==> src/rtl/demux_scheduler.sv <==
// demux_scheduler: steers single upstream words onto one of four downstream
// channels (round-robin or addressed) through a shared data bus and a 2-bit
// channel select, with a per-word hold timeout and dispatch/drop counters.
module demux_scheduler #(
   parameter int unsigned WIDTH   = 8,
   parameter int unsigned CNT_W   = 8,
   parameter int unsigned TIMEOUT = 16
) (
   input  logic             clk,
   input  logic             rst,
   input  logic             in_valid,
   output logic             in_ready,
   input  logic [WIDTH-1:0] in_data,
   input  logic [1:0]       in_dest,
   input  logic             mode,
   input  logic [3:0]       chan_en,
   output logic [3:0]       out_valid,
   input  logic [3:0]       out_ready,
   output logic [WIDTH-1:0] out_data,
   output logic [1:0]       sel,
   output logic             busy,
   output logic [CNT_W-1:0] dispatch_cnt,
   output logic [CNT_W-1:0] drop_cnt
);

   // Timer only needs to reach TIMEOUT-1; a zero TIMEOUT disables the check.
   localparam int unsigned   TMR_W    = (TIMEOUT > 2) ? $clog2(TIMEOUT) : 1;
   localparam bit            TMO_EN   = (TIMEOUT != 0);
   localparam logic [TMR_W-1:0] TMR_LAST = TMO_EN ? TMR_W'(TIMEOUT - 1) : '0;

   typedef enum logic {
      IDLE = 1'b0,
      HOLD = 1'b1
   } state_t;

   state_t             state_q;
   logic [1:0]         sel_q;
   logic [1:0]         rr_ptr_q;
   logic [TMR_W-1:0]   timer_q;
   logic [WIDTH-1:0]   out_data_q;
   logic [3:0]         out_valid_q;
   logic               busy_q;
   logic [CNT_W-1:0]   dispatch_q;
   logic [CNT_W-1:0]   drop_q;

   logic [1:0]         rr_tgt_c;
   logic [1:0]         tgt_c;
   logic               in_ready_c;
   logic               accept_c;
   logic               idle_drop_c;
   logic               xfer_c;
   logic               tmo_c;

   function automatic logic [3:0] onehot(input logic [1:0] s);
      return 4'b0001 << s;
   endfunction

   // First enabled channel at or after rr_ptr (lowest offset wins).
   always_comb begin
      rr_tgt_c = rr_ptr_q;
      for (int i = 3; i >= 0; i--) begin
         if (chan_en[rr_ptr_q + 2'(i)]) begin
            rr_tgt_c = rr_ptr_q + 2'(i);
         end
      end
   end

   // Handshake and decision terms for the current cycle.
   always_comb begin
      in_ready_c  = (state_q == IDLE) && !(!mode && (chan_en == 4'b0000));
      accept_c    = in_valid && in_ready_c;
      tgt_c       = mode ? in_dest : rr_tgt_c;
      idle_drop_c = mode && !chan_en[in_dest];
      xfer_c      = out_ready[sel_q];
      tmo_c       = TMO_EN && (timer_q == TMR_LAST);
   end

   // Scheduler FSM with registered channel valid, select, data and counters.
   always_ff @(posedge clk or posedge rst) begin
      if (rst) begin
         state_q     <= IDLE;
         sel_q       <= 2'd0;
         rr_ptr_q    <= 2'd0;
         timer_q     <= '0;
         out_data_q  <= '0;
         out_valid_q <= 4'b0000;
         busy_q      <= 1'b0;
         dispatch_q  <= '0;
         drop_q      <= '0;
      end else begin
         case (state_q)
            IDLE: begin
               if (accept_c) begin
                  if (idle_drop_c) begin
                     drop_q <= drop_q + CNT_W'(1);
                  end else begin
                     out_data_q  <= in_data;
                     sel_q       <= tgt_c;
                     timer_q     <= '0;
                     out_valid_q <= onehot(tgt_c);
                     busy_q      <= 1'b1;
                     state_q     <= HOLD;
                  end
               end
            end
            HOLD: begin
               if (xfer_c) begin
                  dispatch_q  <= dispatch_q + CNT_W'(1);
                  rr_ptr_q    <= sel_q + 2'd1;
                  out_valid_q <= 4'b0000;
                  busy_q      <= 1'b0;
                  state_q     <= IDLE;
               end else if (tmo_c) begin
                  drop_q      <= drop_q + CNT_W'(1);
                  rr_ptr_q    <= sel_q + 2'd1;
                  out_valid_q <= 4'b0000;
                  busy_q      <= 1'b0;
                  state_q     <= IDLE;
               end else begin
                  timer_q <= timer_q + TMR_W'(1);
               end
            end
            default: state_q <= IDLE;
         endcase
      end
   end

   assign in_ready     = in_ready_c;
   assign out_valid    = out_valid_q;
   assign out_data     = out_data_q;
   assign sel          = sel_q;
   assign busy         = busy_q;
   assign dispatch_cnt = dispatch_q;
   assign drop_cnt     = drop_q;

endmodule

==> config.mk <==
export PLATFORM = sky130hd
export DESIGN_NAME = demux_scheduler
export DESIGN_NICKNAME = d
export VERILOG_FILES = /design/src/rtl/demux_scheduler.sv
export SDC_FILE = /design/constraint.sdc
export NUM_CORES = 1
export LEC_CHECK = 0
export CAP_MARGIN = 20
export CORE_MARGIN = 10
export CORE_UTILIZATION = 47
export CTS_BUF_LIST = sky130_fd_sc_hd__clkbuf_8 sky130_fd_sc_hd__clkbuf_16
export DETAILED_ROUTE_END_ITERATION = 16
export GPL_TIMING_DRIVEN = 0
export PLACE_DENSITY = 0.79
export SLEW_MARGIN = 0
export SYNTH_ARGS = -nofsm -noshare
export SYNTH_HDL_FRONTEND = slang
export SYNTH_SLANG_ARGS = --single-unit
==> constraint.sdc <==
create_clock -name clk -period 2.2 [get_ports clk]
set_input_delay 0.33 -clock clk [delete_from_list [all_inputs] [get_ports clk]]
set_output_delay 0.33 -clock clk [all_outputs]
set_load 0.03 [all_outputs]
Word level (Yosys, flattened, before mapping):

Cells that the tools add are included.

* bitwise gates (word level): 2
* equality and inequality tests: 8
* $lt $le $gt $ge: 6
* muxes and demuxes: 44
* shift operators: 1
* add/subtract/negate cells: 7
* reductions and logical operators: 15

Operator list (count)
* two-way mux 4 bit: 8
* two-way mux 8 bit: 4
* < comparator 2 x 3 -> 1 bit (second input constant): 6
* adder 8 x 1 -> 8 bit (second input constant): 2
* one-hot mux 4 bit (2 select lines): 2
* one-hot mux 8 bit (2 select lines): 1
* two-way mux 1 bit: 14
* two-way mux 2 bit: 7
* binary-select mux 1 bit (select 2 bit): 6
* != test 2 bit (second input constant): 5
* AND reduction 4 bit: 2
* AND reduction 3 bit: 2
* adder 2 x 1 -> 2 bit (second input constant): 2
* adder 2 bit (second input constant): 2
* adder 4 x 1 -> 4 bit (second input constant): 1
* equality test 4 bit (second input constant): 1
* logical AND 1 bit: 4
* zero test 4 bit: 1
* one-hot mux 1 bit (2 select lines): 2
* AND reduction 2 bit: 2
* << shifter 1 x 2 -> 4 bit (first input constant): 1
* zero test 1 bit: 3
* != test 3 x 1 -> 1 bit (second input constant): 1
* != test 2 x 1 -> 1 bit (second input constant): 1
* 2 further kinds: 3

* word-level logic and storage cells: 92
* output and inout port bits: 32
* register bits after elaboration: 38

Longest topological paths before layout:

* depth after elaboration: 12
* depth in mapped cells: 6
* mapped depth without buffers: 5

Least setup slack after synthesis:

Ideal clock, no wire load.

* kind: reg-to-reg
* from: reg sel_q[0], in the netlist sel[0]
* to: reg drop_q[1], in the netlist drop_cnt[1]
* buffers on the path: 1
* setup slack: 0.216 ns
* arrival: 1.859 ns
* clock period less this slack: 1.984 ns
* stages on the path, launching flop included: 6
* cell sequence: dfrtp_1 mux4_2 and3b_1 buf_6 nor2_2 mux2_4

* longest elaborated chain between the ends: 4

Ends and longest elaborated chain
* from (decl): line 37 `logic [1:0] sel_q;`
* from (signal assigned): line 98 `sel_q <= tgt_c;`
* binary-select mux 1 bit (select 2 bit): line 74 `xfer_c = out_ready[sel_q];`
* two-way mux 1 bit (not written as such): line 74
* != test 2 bit (no source line)
* AND reduction 4 bit (no source line)
* to (signal assigned): line 95 `drop_q <= drop_q + CNT_W'(1);`
* to (signal assigned): line 114 `drop_q <= drop_q + CNT_W'(1);`
* to (decl): line 44 `logic [CNT_W-1:0] drop_q;`

Every way passes these cells. The select of a mux whose other input is x is not followed.
A chain may end at the register's enable or synchronous reset.

Worst setup path after layout:

* from: reg sel_q[0], in the netlist sel[0]
* to: reg out_valid_q[0], in the netlist out_valid[0]

* longest elaborated chain between the ends: 4

Ends and longest elaborated chain
* binary-select mux 1 bit (select 2 bit) *: line 74
* two-way mux 1 bit (not written as such) *: line 74
* != test 3 x 1 -> 1 bit (no source line) or two-way mux 4 bit (tied branches)
* AND reduction 3 bit (no source line) or one-hot mux 4 bit (2 select lines) (tied branches)
* to (signal assigned): line 100 `out_valid_q <= onehot(tgt_c);`
* to (decl): line 41 `logic [3:0] out_valid_q;`

Mark *: on every way between the ends. The rest lies on a longest branch, timed or not. The select of a mux whose other input is x is not followed.

==> out/results.ini <==
[sta]
worst_hold_slack_ns = 0.469
tightestPinTransition_ns = 0.925
setup_ws_ns = 0.183
period_share = 0.917
rsz0062_at_grt = no
slew_headroom = 0.383
timing.fmax_mhz = 496
drv_slew = 0
skew_ns = 0.00590
finalHoldViolCount = 0
period_needed_ns = 2.02
finalSetupViolations = 0

[final_layout]
drive_gt1_frac = 0.154
instances_no_fill = 269
post-route-util = 0.685
antenna_cells = 0
final.fill_count = 281
area_delta_synth_final_pct = 38.7
nNetsFinal = 245

[setup_path]
crit_arrival_ns = 2.20
path_buf_inv = 0
critPathCapture = out_valid[0]
slowest_stage = mux4_2
cp_num_cells = 4
cpPeakStageDelay_ns = 0.62
start_kind = flop
reg2reg_slack_ns = 0.18
r2r-start = sel[0]
end_kind = flop
critPathTopFamily = compound AO/OA/AOI/OAI gates
r2r_cells = 4
crit_required_ns = 2.38
r2r-end = out_valid[0]
timing_worst_setup_path_type = reg2reg
worstPathCellList = mux4_2 -> o21ai_1 -> o21ai_0 -> o32ai_1
startpoint = sel[0]
cp_max_fo = 8

[route]
wl_mm = 4.31
viasPerCell = 5.41
drtPass1Iterations = 4
vias = 1456
routedWlPerCell_microns = 16.0
initialDrtViolationCount = 66
drc = 0
ant_nets = 0

[yosys]
synth_top_area_frac = 0.514
avgSynthCellArea_sq_um = 11.6
synth_area_sq_um = 1850
syn_nets = 184
synth_edf_count = 0
ys.flop_type = dfrtp_1
ys_warn_count = 0
ys_async_sr_fraction = 1.00
ys_ff_latch = 38
syn_inst = 159
yosys.area.top_type = dfrtp_1
ys_seq_area_frac = 0.514
synth.distinct_cells = 41
synth_area_leaders = dfrtp_1 51%, mux2_2 6.1%, xnor2_1 4.3%

[min_path]
min-delay-start = dispatch_cnt[7]
hold_path_class = reg2reg

[power]
p_seq_frac = 0.359
power.density_nw_per_um2 = 1290
intPower_mw = 1.95
p_switching_mw = 1.37
pwr-share-clk = 0.145
p_leak_nw = 1.11
ir_drop_mv = 0.807
p_total_mw = 3.31
power.share.switching = 0.413
combPwrFrac = 0.496

[placement]
hpwl_mm = 3.32
dp_worst_setup_slack_ns = -0.0929
gp_congestion = 0.901
placed_cells = 261
portBuffers = 53

[global_route]
grt_pass1_wl_mm = 7.20
grt_overflow = 0
use_met1 = 0.153
grt_util_met2 = 0.211
grt_pass1_vias = 1517
busiest_layer = met2
grt_start_max_net_pins = 23
antenna_found_initial = 0
grt_use_met3 = 0.0788
track_usage = 0.135

[cts]
cts_root_buf = clkbuf_8
cts_tree = built
holdBufCountCts = 0
cts_resized = 1
post_cts.repair.setup_buffers = 0
clock_latency_ns = 0.29
clk_pin_slew_ns = 0.07
h-tree-depth = 2
cts_sinks = 38
cts_buffers = 5
ctsLongestPathBuffers = 2

[die]
initial_core_util = 0.494
dieArea_sq_um = 6840
core_area_sq_um = 3740
die_width_microns = 82.7
fp.dieH_microns = 82.7
num_rows = 22
io_pins = 54

[run_status]
status = completed

[run]
maxCapViolCount = 0

routing by layer:
layer  part of all wire  vias up
li1                   -      696
met1               0.41      699
met2               0.46       54
met3               0.12        7
met4              0.010        0
met5                  0        -
cells by family after synthesis:
logic type,Yosys count,share of synthesized area
flip-flops,38,0.514
adder cells (fa/ha/maj),3,0.0203
buffers and inverters,13,0.0331
multiplexers,15,0.104
AO/OA/AOI/OAI,34,0.131
XOR/XNOR,15,0.0710
AND/OR/NAND/NOR,41,0.126
worst min-delay path by stage:
| stage | to | cells after the start |
|---|---|---|
| finish | dispatch_cnt[7] | 1 |
| global route | dispatch_cnt[7] | 1 |
| CTS | dispatch_cnt[7] | 1 |
| detailed placement | dispatch_cnt[7] | 1 |
| global placement | dispatch_cnt[7] | 1 |
| floorplan | timer_q[0] | 1 |
power groups by stage:
stage	Sequential [mW]	Clock (mW)	Combinational (mW)
3_5_place_dp	1.20	0	1.66
4_1_cts	1.19	0.494	1.66
2_1_floorplan	1.59	0	0.595
3_3_place_gp	1.19	0	1.62
6_report	1.19	0.480	1.64
5_1_grt	1.23	0.524	1.78
cells in the mapped netlist, types with 2 or more instances:
cell type   n
mux2i_1     2
o32ai_1     2
xor2_1      6
a21bo_2     3
xnor2_1     9
or2_2       2
ha_1        3
dfrtp_1    38
o311ai_0    2
o21ai_0     8
mux4_2      2
nand2b_1    4
nor2_1      5
a32o_1      2
nor3_1      4
o2111ai_1   4
a21oi_1     6
nand3_1     6
mux2_2     10
and3b_1     2
and3_1      4
nor2_2      2
nand2_1     7
inv_1       9
metrics by stage:
| stage | setup TNS [ns] | instance area (sq um) |
|---|---|---|
| detailed placement | -1.01 | 2470 |
| finish | 0 | 2560 |
| global placement | -0.517 | 2440 |
| floorplan | 0 | 1850 |
| global route | 0 | 2560 |
| CTS | 0 | 2560 |
worst register-to-register path: stages (launching register included):
cell,delay [ns]
dfrtp_1,0.44
mux4_2,0.62
o21ai_1,0.43
o21ai_0,0.24
o32ai_1,0.19
flip-flops by register name (all words and copies together) (netlist names):
| register | cells |
|---|---|
| out_data | 8 |
| out_valid | 4 |
| dispatch_cnt | 8 |
| timer_q | 4 |
| busy | 1 |
| state_q | 1 |
| drop_cnt | 8 |
| rr_ptr_q | 2 |
| sel | 2 |
layout make-up:
| type | instances | area, sq um | share of cell area |
|---|---|---|---|
| inverters | 9 | 33.8 | 0.0132 |
| clock buffers | 6 | 82.6 | 0.0322 |
| repair buffers | 54 | 557 | 0.217 |
| multi-input cells | 108 | 845 | 0.329 |
| well taps | 48 | 60.1 | 0.0234 |
| plain buffers | 4 | 27.5 | 0.0107 |
| flip-flops and latches | 38 | 951 | 0.371 |
| clock inverters | 2 | 8.76 | 0.00341 |
cell usage in the layout (no fill, tap or decap), types with 2 or more instances in the layout:
master / synthesis / routed
clkdlybuf4s50_1: 0 / 52
dfrtp_1: 38 / 38
mux2_2: 10 / 10
inv_1: 9 / 10
xnor2_1: 9 / 9
o21ai_0: 8 / 8
nand2_1: 7 / 7
nand3_1: 6 / 6
xor2_1: 6 / 6
a21oi_1: 6 / 6
clkbuf_8: 0 / 6
nor2_1: 5 / 5
nor3_1: 4 / 4
nand2b_1: 4 / 4
and3_1: 4 / 4
o2111ai_1: 4 / 4
a21bo_2: 3 / 3
ha_1: 3 / 3
mux4_2: 2 / 2
nor2_2: 2 / 2
or2_2: 2 / 2
mux2i_1: 2 / 2
o311ai_0: 2 / 2
o32ai_1: 2 / 2
a32o_1: 2 / 2
and3b_1: 2 / 2
Note: power is estimated with default switching activity, not from simulation.
